[src/rtl/display_frame_pkg.sv]
// Shared constants, frame layout offsets and state type for the display frame transmitter.
package display_frame_pkg;

    localparam logic [7:0] SYNC_BYTE = 8'hA5;
    localparam int         FRAME_LEN = 64;

    localparam int OFF_SYNC   = 0;
    localparam int OFF_LED    = 1;
    localparam int OFF_SEG    = 2;
    localparam int OFF_LCD_A  = 3;
    localparam int OFF_LCD_B  = 11;
    localparam int OFF_INSTR  = 19;
    localparam int OFF_PC     = 23;
    localparam int OFF_SRCA   = 24;
    localparam int OFF_SRCB   = 25;
    localparam int OFF_ALU    = 26;
    localparam int OFF_RESULT = 27;
    localparam int OFF_WDATA  = 28;
    localparam int OFF_RDATA  = 29;
    localparam int OFF_FLAGS  = 30;
    localparam int OFF_REGS   = 31;
    localparam int OFF_CHK    = 63;

    typedef enum logic {
        IDLE,
        SEND
    } frame_state_t;

    // Byte k of an nbytes-wide field, counting from the most significant byte.
    function automatic logic [7:0] pick_byte(input logic [63:0] word, input int nbytes, input int k);
        return 8'(word >> (8 * (nbytes - 1 - k)));
    endfunction

endpackage

[src/rtl/display_frame_tx_if.sv]
// Byte-wide valid/ready link from the frame transmitter toward the host adapter.
interface display_frame_tx_if;
    logic [7:0] tx_data;
    logic       tx_valid;
    logic       tx_ready;
    logic       busy;
    logic       frame_done;

    modport master (
        output tx_data,
        output tx_valid,
        output busy,
        output frame_done,
        input  tx_ready
    );

    modport slave (
        input  tx_data,
        input  tx_valid,
        input  busy,
        input  frame_done,
        output tx_ready
    );
endinterface

[src/rtl/display_frame_tx_byte_sel.sv]
// Combinational frame layout: maps the captured snapshot and byte index to the frame byte.
module frame_byte_sel #(
    parameter int         NBITS_TOP   = 8,
    parameter int         NREGS_TOP   = 32,
    parameter int         NBITS_LCD   = 64,
    parameter int         NBITS_INSTR = 32,
    parameter logic [7:0] SYNC_VAL    = 8'hA5
) (
    input  logic [5:0]             idx,
    input  logic [NBITS_TOP-1:0]   led,
    input  logic [NBITS_TOP-1:0]   seg,
    input  logic [NBITS_LCD-1:0]   lcd_a,
    input  logic [NBITS_LCD-1:0]   lcd_b,
    input  logic [NBITS_INSTR-1:0] instr,
    input  logic [NBITS_TOP-1:0]   pc,
    input  logic [NBITS_TOP-1:0]   src_a,
    input  logic [NBITS_TOP-1:0]   src_b,
    input  logic [NBITS_TOP-1:0]   alu_result,
    input  logic [NBITS_TOP-1:0]   result,
    input  logic [NBITS_TOP-1:0]   write_data,
    input  logic [NBITS_TOP-1:0]   read_data,
    input  logic [3:0]             flags,
    input  logic [NBITS_TOP-1:0]   regs [0:NREGS_TOP-1],
    input  logic [7:0]             chk,
    output logic [7:0]             byte_out
);
    import display_frame_pkg::*;

    localparam int REG_W = $clog2(NREGS_TOP);

    logic [REG_W-1:0] reg_sel;

    assign reg_sel = REG_W'(idx - 6'(OFF_REGS));

    always_comb begin
        byte_out = 8'h00;
        if (idx == 6'(OFF_SYNC))
            byte_out = SYNC_VAL;
        else if (idx == 6'(OFF_LED))
            byte_out = 8'(led);
        else if (idx == 6'(OFF_SEG))
            byte_out = 8'(seg);
        else if (idx < 6'(OFF_LCD_B))
            byte_out = pick_byte(64'(lcd_a), 8, int'(idx) - OFF_LCD_A);
        else if (idx < 6'(OFF_INSTR))
            byte_out = pick_byte(64'(lcd_b), 8, int'(idx) - OFF_LCD_B);
        else if (idx < 6'(OFF_PC))
            byte_out = pick_byte(64'(instr), 4, int'(idx) - OFF_INSTR);
        else if (idx == 6'(OFF_PC))
            byte_out = 8'(pc);
        else if (idx == 6'(OFF_SRCA))
            byte_out = 8'(src_a);
        else if (idx == 6'(OFF_SRCB))
            byte_out = 8'(src_b);
        else if (idx == 6'(OFF_ALU))
            byte_out = 8'(alu_result);
        else if (idx == 6'(OFF_RESULT))
            byte_out = 8'(result);
        else if (idx == 6'(OFF_WDATA))
            byte_out = 8'(write_data);
        else if (idx == 6'(OFF_RDATA))
            byte_out = 8'(read_data);
        else if (idx == 6'(OFF_FLAGS))
            byte_out = {4'b0000, flags};
        else if (idx < 6'(OFF_CHK))
            byte_out = 8'(regs[reg_sel]);
        else
            byte_out = chk;
    end

endmodule

[src/rtl/display_frame_tx.sv]
// Captures the board/LCD signals on request and streams them as a 64-byte frame
// (sync byte, fields, XOR checksum) over a valid/ready byte link.
module display_frame_tx #(
    parameter int         NBITS_TOP   = 8,
    parameter int         NREGS_TOP   = 32,
    parameter int         NBITS_LCD   = 64,
    parameter int         NBITS_INSTR = 32,
    parameter logic [7:0] SYNC_BYTE   = display_frame_pkg::SYNC_BYTE
) (
    input  logic                   clk_2,
    input  logic                   reset,
    input  logic                   start,
    input  logic [NBITS_TOP-1:0]   LED,
    input  logic [NBITS_TOP-1:0]   SEG,
    input  logic [NBITS_LCD-1:0]   lcd_a,
    input  logic [NBITS_LCD-1:0]   lcd_b,
    input  logic [NBITS_INSTR-1:0] lcd_instruction,
    input  logic [NBITS_TOP-1:0]   lcd_registrador [0:NREGS_TOP-1],
    input  logic [NBITS_TOP-1:0]   lcd_pc,
    input  logic [NBITS_TOP-1:0]   lcd_SrcA,
    input  logic [NBITS_TOP-1:0]   lcd_SrcB,
    input  logic [NBITS_TOP-1:0]   lcd_ALUResult,
    input  logic [NBITS_TOP-1:0]   lcd_Result,
    input  logic [NBITS_TOP-1:0]   lcd_WriteData,
    input  logic [NBITS_TOP-1:0]   lcd_ReadData,
    input  logic                   lcd_MemWrite,
    input  logic                   lcd_Branch,
    input  logic                   lcd_MemtoReg,
    input  logic                   lcd_RegWrite,
    display_frame_tx_if.master     link
);
    import display_frame_pkg::*;

    localparam logic [5:0] LAST_IDX = 6'(FRAME_LEN - 1);

    frame_state_t state_q, state_d;
    logic         capture;
    logic         hs;
    logic [5:0]   idx_q;
    logic [7:0]   chk_q;
    logic         frame_done_q;
    logic [7:0]   byte_cur;

    logic [NBITS_TOP-1:0]   snap_led, snap_seg;
    logic [NBITS_LCD-1:0]   snap_a, snap_b;
    logic [NBITS_INSTR-1:0] snap_instr;
    logic [NBITS_TOP-1:0]   snap_pc, snap_srca, snap_srcb, snap_alu;
    logic [NBITS_TOP-1:0]   snap_result, snap_wdata, snap_rdata;
    logic [3:0]             snap_flags;
    logic [NBITS_TOP-1:0]   snap_regs [0:NREGS_TOP-1];

    always_ff @(posedge clk_2 or posedge reset) begin
        if (reset)
            state_q <= IDLE;
        else
            state_q <= state_d;
    end

    // start is only honoured in IDLE, so a request during a frame is dropped, not queued.
    always_comb begin
        state_d = state_q;
        capture = 1'b0;
        hs      = 1'b0;
        case (state_q)
            IDLE: begin
                if (start) begin
                    capture = 1'b1;
                    state_d = SEND;
                end
            end
            SEND: begin
                hs = link.tx_ready;
                if (hs && idx_q == LAST_IDX)
                    state_d = IDLE;
            end
            default: state_d = IDLE;
        endcase
    end

    always_ff @(posedge clk_2 or posedge reset) begin
        if (reset) begin
            idx_q        <= '0;
            chk_q        <= '0;
            frame_done_q <= 1'b0;
        end else begin
            frame_done_q <= hs && (idx_q == LAST_IDX);
            if (capture) begin
                idx_q <= '0;
                chk_q <= '0;
            end else if (hs) begin
                idx_q <= idx_q + 6'd1;
                chk_q <= chk_q ^ byte_cur;
            end
        end
    end

    // Snapshot is frozen for the whole frame so late input changes cannot tear it.
    always_ff @(posedge clk_2 or posedge reset) begin
        if (reset) begin
            snap_led    <= '0;
            snap_seg    <= '0;
            snap_a      <= '0;
            snap_b      <= '0;
            snap_instr  <= '0;
            snap_pc     <= '0;
            snap_srca   <= '0;
            snap_srcb   <= '0;
            snap_alu    <= '0;
            snap_result <= '0;
            snap_wdata  <= '0;
            snap_rdata  <= '0;
            snap_flags  <= '0;
            for (int i = 0; i < NREGS_TOP; i++)
                snap_regs[i] <= '0;
        end else if (capture) begin
            snap_led    <= LED;
            snap_seg    <= SEG;
            snap_a      <= lcd_a;
            snap_b      <= lcd_b;
            snap_instr  <= lcd_instruction;
            snap_pc     <= lcd_pc;
            snap_srca   <= lcd_SrcA;
            snap_srcb   <= lcd_SrcB;
            snap_alu    <= lcd_ALUResult;
            snap_result <= lcd_Result;
            snap_wdata  <= lcd_WriteData;
            snap_rdata  <= lcd_ReadData;
            snap_flags  <= {lcd_MemWrite, lcd_Branch, lcd_MemtoReg, lcd_RegWrite};
            for (int i = 0; i < NREGS_TOP; i++)
                snap_regs[i] <= lcd_registrador[i];
        end
    end

    frame_byte_sel #(
        .NBITS_TOP   (NBITS_TOP),
        .NREGS_TOP   (NREGS_TOP),
        .NBITS_LCD   (NBITS_LCD),
        .NBITS_INSTR (NBITS_INSTR),
        .SYNC_VAL    (SYNC_BYTE)
    ) u_byte_sel (
        .idx        (idx_q),
        .led        (snap_led),
        .seg        (snap_seg),
        .lcd_a      (snap_a),
        .lcd_b      (snap_b),
        .instr      (snap_instr),
        .pc         (snap_pc),
        .src_a      (snap_srca),
        .src_b      (snap_srcb),
        .alu_result (snap_alu),
        .result     (snap_result),
        .write_data (snap_wdata),
        .read_data  (snap_rdata),
        .flags      (snap_flags),
        .regs       (snap_regs),
        .chk        (chk_q),
        .byte_out   (byte_cur)
    );

    assign link.tx_valid   = (state_q == SEND);
    assign link.busy       = (state_q == SEND);
    assign link.tx_data    = (state_q == SEND) ? byte_cur : 8'h00;
    assign link.frame_done = frame_done_q;

endmodule
[src/flat_wrapper.sv]
// flat-port wrapper written by rule: the top's interface ports become plain ports
module display_frame_tx_flat import display_frame_pkg::*;
#(
    parameter int         NBITS_TOP   = 8,
    parameter int         NREGS_TOP   = 32,
    parameter int         NBITS_LCD   = 64,
    parameter int         NBITS_INSTR = 32,
    parameter logic [7:0] SYNC_BYTE   = display_frame_pkg::SYNC_BYTE
)
  (clk_2, reset, start, LED, SEG, lcd_a, lcd_b, lcd_instruction, lcd_registrador, lcd_pc, lcd_SrcA, lcd_SrcB, lcd_ALUResult, lcd_Result, lcd_WriteData, lcd_ReadData, lcd_MemWrite, lcd_Branch, lcd_MemtoReg, lcd_RegWrite, link_tx_data, link_tx_valid, link_busy, link_frame_done, link_tx_ready);
  display_frame_tx_if link_i ();
  input  logic clk_2;
  input  logic reset;
  input  logic start;
  input  logic [NBITS_TOP-1:0] LED;
  input  logic [NBITS_TOP-1:0] SEG;
  input  logic [NBITS_LCD-1:0] lcd_a;
  input  logic [NBITS_LCD-1:0] lcd_b;
  input  logic [NBITS_INSTR-1:0] lcd_instruction;
  input  logic [NBITS_TOP-1:0] lcd_registrador[0:NREGS_TOP-1];
  input  logic [NBITS_TOP-1:0] lcd_pc;
  input  logic [NBITS_TOP-1:0] lcd_SrcA;
  input  logic [NBITS_TOP-1:0] lcd_SrcB;
  input  logic [NBITS_TOP-1:0] lcd_ALUResult;
  input  logic [NBITS_TOP-1:0] lcd_Result;
  input  logic [NBITS_TOP-1:0] lcd_WriteData;
  input  logic [NBITS_TOP-1:0] lcd_ReadData;
  input  logic lcd_MemWrite;
  input  logic lcd_Branch;
  input  logic lcd_MemtoReg;
  input  logic lcd_RegWrite;
  output wire logic [$bits(link_i.tx_data)-1:0] link_tx_data;
  output wire logic [$bits(link_i.tx_valid)-1:0] link_tx_valid;
  output wire logic [$bits(link_i.busy)-1:0] link_busy;
  output wire logic [$bits(link_i.frame_done)-1:0] link_frame_done;
  input wire logic [$bits(link_i.tx_ready)-1:0] link_tx_ready;
  assign link_tx_data = link_i.tx_data;
  assign link_tx_valid = link_i.tx_valid;
  assign link_busy = link_i.busy;
  assign link_frame_done = link_i.frame_done;
  assign link_i.tx_ready = link_tx_ready;
  display_frame_tx #(.NBITS_TOP(NBITS_TOP), .NREGS_TOP(NREGS_TOP), .NBITS_LCD(NBITS_LCD), .NBITS_INSTR(NBITS_INSTR), .SYNC_BYTE(SYNC_BYTE)) u_core (.clk_2(clk_2), .reset(reset), .start(start), .LED(LED), .SEG(SEG), .lcd_a(lcd_a), .lcd_b(lcd_b), .lcd_instruction(lcd_instruction), .lcd_registrador(lcd_registrador), .lcd_pc(lcd_pc), .lcd_SrcA(lcd_SrcA), .lcd_SrcB(lcd_SrcB), .lcd_ALUResult(lcd_ALUResult), .lcd_Result(lcd_Result), .lcd_WriteData(lcd_WriteData), .lcd_ReadData(lcd_ReadData), .lcd_MemWrite(lcd_MemWrite), .lcd_Branch(lcd_Branch), .lcd_MemtoReg(lcd_MemtoReg), .lcd_RegWrite(lcd_RegWrite), .link(link_i));
endmodule
[config.mk]
export PLATFORM = sky130hd
export DESIGN_NAME = display_frame_tx_flat
export DESIGN_NICKNAME = d
export VERILOG_FILES = /design/src/rtl/display_frame_pkg.sv /design/src/rtl/display_frame_tx_if.sv /design/src/rtl/display_frame_tx_byte_sel.sv /design/src/rtl/display_frame_tx.sv /design/src/flat_wrapper.sv
export SDC_FILE = /design/constraint.sdc
export NUM_CORES = 2
export LEC_CHECK = 0
export ABC_AREA = 1
export CORE_AREA = 2 2 225 227
export DETAILED_ROUTE_END_ITERATION = 8
export DIE_AREA = 0 0 227 229
export PLACE_DENSITY_LB_ADDON = 0.15
export SLEW_MARGIN = 20
export SYNTH_ARGS = -nofsm -noshare
export SYNTH_HDL_FRONTEND = slang
export SYNTH_SLANG_ARGS = --single-unit
export TNS_END_PERCENT = 30
[constraint.sdc]
create_clock -name clk_2 -period 31.1 [get_ports clk_2]
set_clock_uncertainty 0.2 [all_clocks]
set_input_delay 4.665 -clock clk_2 [delete_from_list [all_inputs] [get_ports clk_2]]
set_output_delay 4.665 -clock clk_2 [all_outputs]
set_load 0.03 [all_outputs]
==> results.py <==
metrics = {
    "outcome": {
        "status": "complete, no violations",
    },
    "synthesis": {
        "muxShareOfSynthArea_pct": 0,
        "async_flop_share_pct": 100,
        "syn_inst": 3318,
        "ys_ff_latch": 508,
        "synth_top_family_by_area": "simple AND/OR/NAND/NOR gates",
        "synth_seq_area_share_pct": 51.8,
        "synth_compound_area_share_pct": 10.1,
        "synth-xor-area-share_pct": 0.204,
        "ys_types": 37,
        "synth_area_per_cell_um2": 7.39,
        "synth-simple-area-share_pct": 31.8,
        "synthFlopType": "dfrtp_1",
        "synth_edf_count": 0,
        "synthAdderAreaFrac_pct": 0.306,
        "netlist_area_um2": 24500,
        "yosys_warnings": 0,
        "syn_nets": 3820,
    },
    "route": {
        "via_per_inst": 5.39,
        "wl_per_cell_um": 19.3,
        "drtIter0Drc": 2699,
        "post-route-drc-count": 0,
        "wl_um": 85200,
        "drtPass1Iterations": 6,
        "vias": 23800,
        "detail-route-antenna-nets": 0,
    },
    "worst_setup_path": {
        "critPathMostFrequentCell": "nand3_1",
        "slowest_stage": "buf_4",
        "path_class": "flip-flop to primary output",
        "worstPathMaxFanout": 95,
        "required_ns": 26.24,
        "slowest_delay_ns": 0.87,
        "cp-start-kind": "flip-flop",
        "critPathArrivalTime_ns": 6.37,
        "crit_chain": "inv_6 -> ha_4 -> buf_4 -> o211ai_1 -> nand3_1 -> nand3_1 -> nand3_1 -> and2_1 -> o21ai_1 -> nand3_1 -> nand3_1 -> nand3_1 -> nand3_1 -> nand2_1 -> nand2_1 -> nand2_1 -> nand2_1 -> nand3_1 -> nand3_1 -> nand2_1 -> nand2_1 -> nor2_1 -> clkdlybuf4s50_1",
        "regToRegSetupSlack_ns": 25.59,
        "critPathCaptureType": "primary output",
    },
    "grt": {
        "antenna_found_initial": 10,
        "overflow": 0,
        "grt_pass1_wl_um": 132000,
        "grt_max_degree": 270,
        "grt_pass1_vias": 23422,
        "grt_usage_pct": 32.6,
    },
    "floorplanning": {
        "start_util_pct": 49.4,
        "rows": 82,
        "io_pins": 507,
        "die_h_um": 229,
        "die_area_um2": 52000,
        "die_x_um": 227,
        "design.core.area_um2": 49700,
    },
    "sta": {
        "setup_tns_ns": 0,
        "relSlewSlack_pct": 20.2,
        "setup-violations-final": 0,
        "fin_ws_ns": 19.86,
        "finalHoldViolations": 0,
        "worst_slew_pin_slew_ns": 1.20,
        "maxSlewViolCount": 0,
        "finalCritPeriodShare_pct": 36.1,
        "clock.fmax_ghz": 0.0890,
        "rsz0062_at_grt": "no",
        "period_minus_slack_ns": 11.24,
    },
    "layout": {
        "nets": 4196,
        "seqCellArea_um2": 12700,
        "nFillCells": 4435,
        "area_delta_synth_final_pct": 29.3,
        "utilization_pct": 63.9,
        "multi_input_area_um2": 10400,
        "drive_above_1_share_pct": 3.88,
    },
    "cts": {
        "root_buffer": "clkbuf_16",
        "clkTransAtPathRegs_ns": 0.06,
        "clock-sinks": 508,
        "ctsResizeCount": 0,
        "hold_buffers": 0,
        "cts_tree": "built",
        "cts_setup_buffers": 0,
        "cts_max_path_buffers": 3,
        "numCtsBuffers": 53,
        "h-tree-depth": 2,
        "clock_latency_ns": 0.61,
    },
    "power": {
        "power_density_nw_per_um2": 80.5,
        "ir_worst_vdd_mv": 0.0526,
        "power_mw": 2.55,
        "p_leak_nw": 15.8,
    },
    "placement": {
        "port_buffers": 506,
        "place_congestion": 0.962,
        "dpl.hpwl_um": 59500,
        "pre_cts_ws_ns": 20.53,
    },
    "flow_run": {
        "cap_violations": 0,
    },
    "min_path": {
        "worstHoldPathType": "flip-flop to flip-flop",
    },
}
registers in the layout, summed over array words and instances, names as in the netlist:
| register | flops |
|---|---|
| u_core.snap_result | 8 |
| u_core.snap_srca | 8 |
| u_core.snap_flags | 4 |
| u_core.snap_regs | 256 |
| u_core.idx_q | 6 |
| u_core.snap_srcb | 8 |
| u_core.snap_alu | 8 |
| u_core.chk_q | 8 |
| u_core.snap_a | 64 |
| u_core.snap_led | 8 |
| u_core.snap_rdata | 8 |
| u_core.link.frame_done | 1 |
| u_core.snap_wdata | 8 |
| u_core.snap_instr | 32 |
| u_core.link.busy | 1 |
| u_core.snap_b | 64 |
| u_core.snap_seg | 8 |
| u_core.snap_pc | 8 |
layer usage:
layer  global-route usage, %  wire length (µm)  share of wire [%]
met1                    43.6             35100                 41
met2                    53.6             40800                 48
met3                    5.16              6070                7.1
met4                    12.2              3290                3.9
met5                       0                23              0.027
final cells by class:
cell class,instances,area share (%)
sequential,508,40.1
timing repair buffer,522,16.5
multi-input combinational,2458,32.9
clock buffer,83,5.30
inverter,151,1.87
clock inverter,15,0.612
tap,672,2.65
antenna,7,0.0552
path summary, 6_finish.rpt:
check                             startpoint                 to  cells past startpoint
setup / recovery             u_core.idx_q[0]    link_tx_data[6]                     23
hold / removal             u_core.snap_b[15]  u_core.snap_b[15]                      2
setup reg to reg             u_core.idx_q[0]    u_core.chk_q[6]                     24
hold reg to reg            u_core.snap_b[15]  u_core.snap_b[15]                      2
max in group asynchronous              reset    u_core.idx_q[0]                      5
min in group asynchronous              reset  u_core.snap_b[19]                      2
synthesized netlist by cell type (16+ instances only):
| cell type | instances | share of area [%] |
|---|---|---|
| a21oi_1 | 79 | 1.6 |
| buf_2 | 39 | 0.80 |
| clkbuf_1 | 149 | 2.3 |
| dfrtp_1 | 508 | 52 |
| inv_1 | 134 | 2.1 |
| nand2_1 | 1596 | 24 |
| nand3_1 | 147 | 3.0 |
| nor2_1 | 225 | 3.4 |
| o211ai_1 | 43 | 1.3 |
| o21ai_0 | 256 | 5.2 |
| o221ai_1 | 16 | 0.57 |
| o22ai_1 | 28 | 0.71 |
critical path, delay by kind of cell (launching register included):
kind,cells,cell delay (ns)
adders and majority gates,1,0.72
and+or+nand+nor,17,1.91
buffers and inverters,3,1.97
DFF,1,0.80
AOI/OAI and AO/OA,2,0.27
stage by stage:
step | area [µm²] | std cells | hold WS, ns
after detailed placement | 29800 | 4311 | 0.260
after global placement | 29800 | 4311 | 0.256
after global routing | 31700 | 4414 | 0.287
after floorplan | 24500 | 3318 | 0.241
final | 31700 | 4416 | 0.276
after CTS | 31700 | 4409 | 0.275
power breakdown:
| part | internal [mW] | leakage [nW] | total, mW | switching [mW] |
|---|---|---|---|---|
| clock | 0.403 | 0.935 | 0.675 | 0.272 |
| combinational | 0.340 | 8.41 | 0.954 | 0.614 |
| sequential | 0.821 | 6.42 | 0.923 | 0.102 |
cells in the final DEF (no fill, tap or decap), types with 4 or more instances in the layout:
cell type	n
clkbuf_8	22
clkdlybuf4s50_1	506
clkbuf_16	54
nor3_2	5
nand3_1	147
inv_2	12
clkinv_2	8
o211ai_1	43
dfrtp_1	507
nand2_1	1594
o221ai_1	16
nor3_1	9
buf_4	9
o21ai_1	15
or2_2	6
a21oi_1	79
inv_1	133
diode_2	7
nor2_1	225
ha_1	5
buf_6	4
clkbuf_1	7
o21ai_0	256
bufinv_16	4
o22ai_1	28
logic make-up after synthesis:
| kind of cell | after synthesis |
|---|---|
| simple gates | 2001 |
| flops | 508 |
| compound gates | 447 |
| buf+inv | 352 |
| fa+ha+maj | 6 |
| xor+xnor | 4 |
No activity file was read; power rests on OpenSTA's default activity.
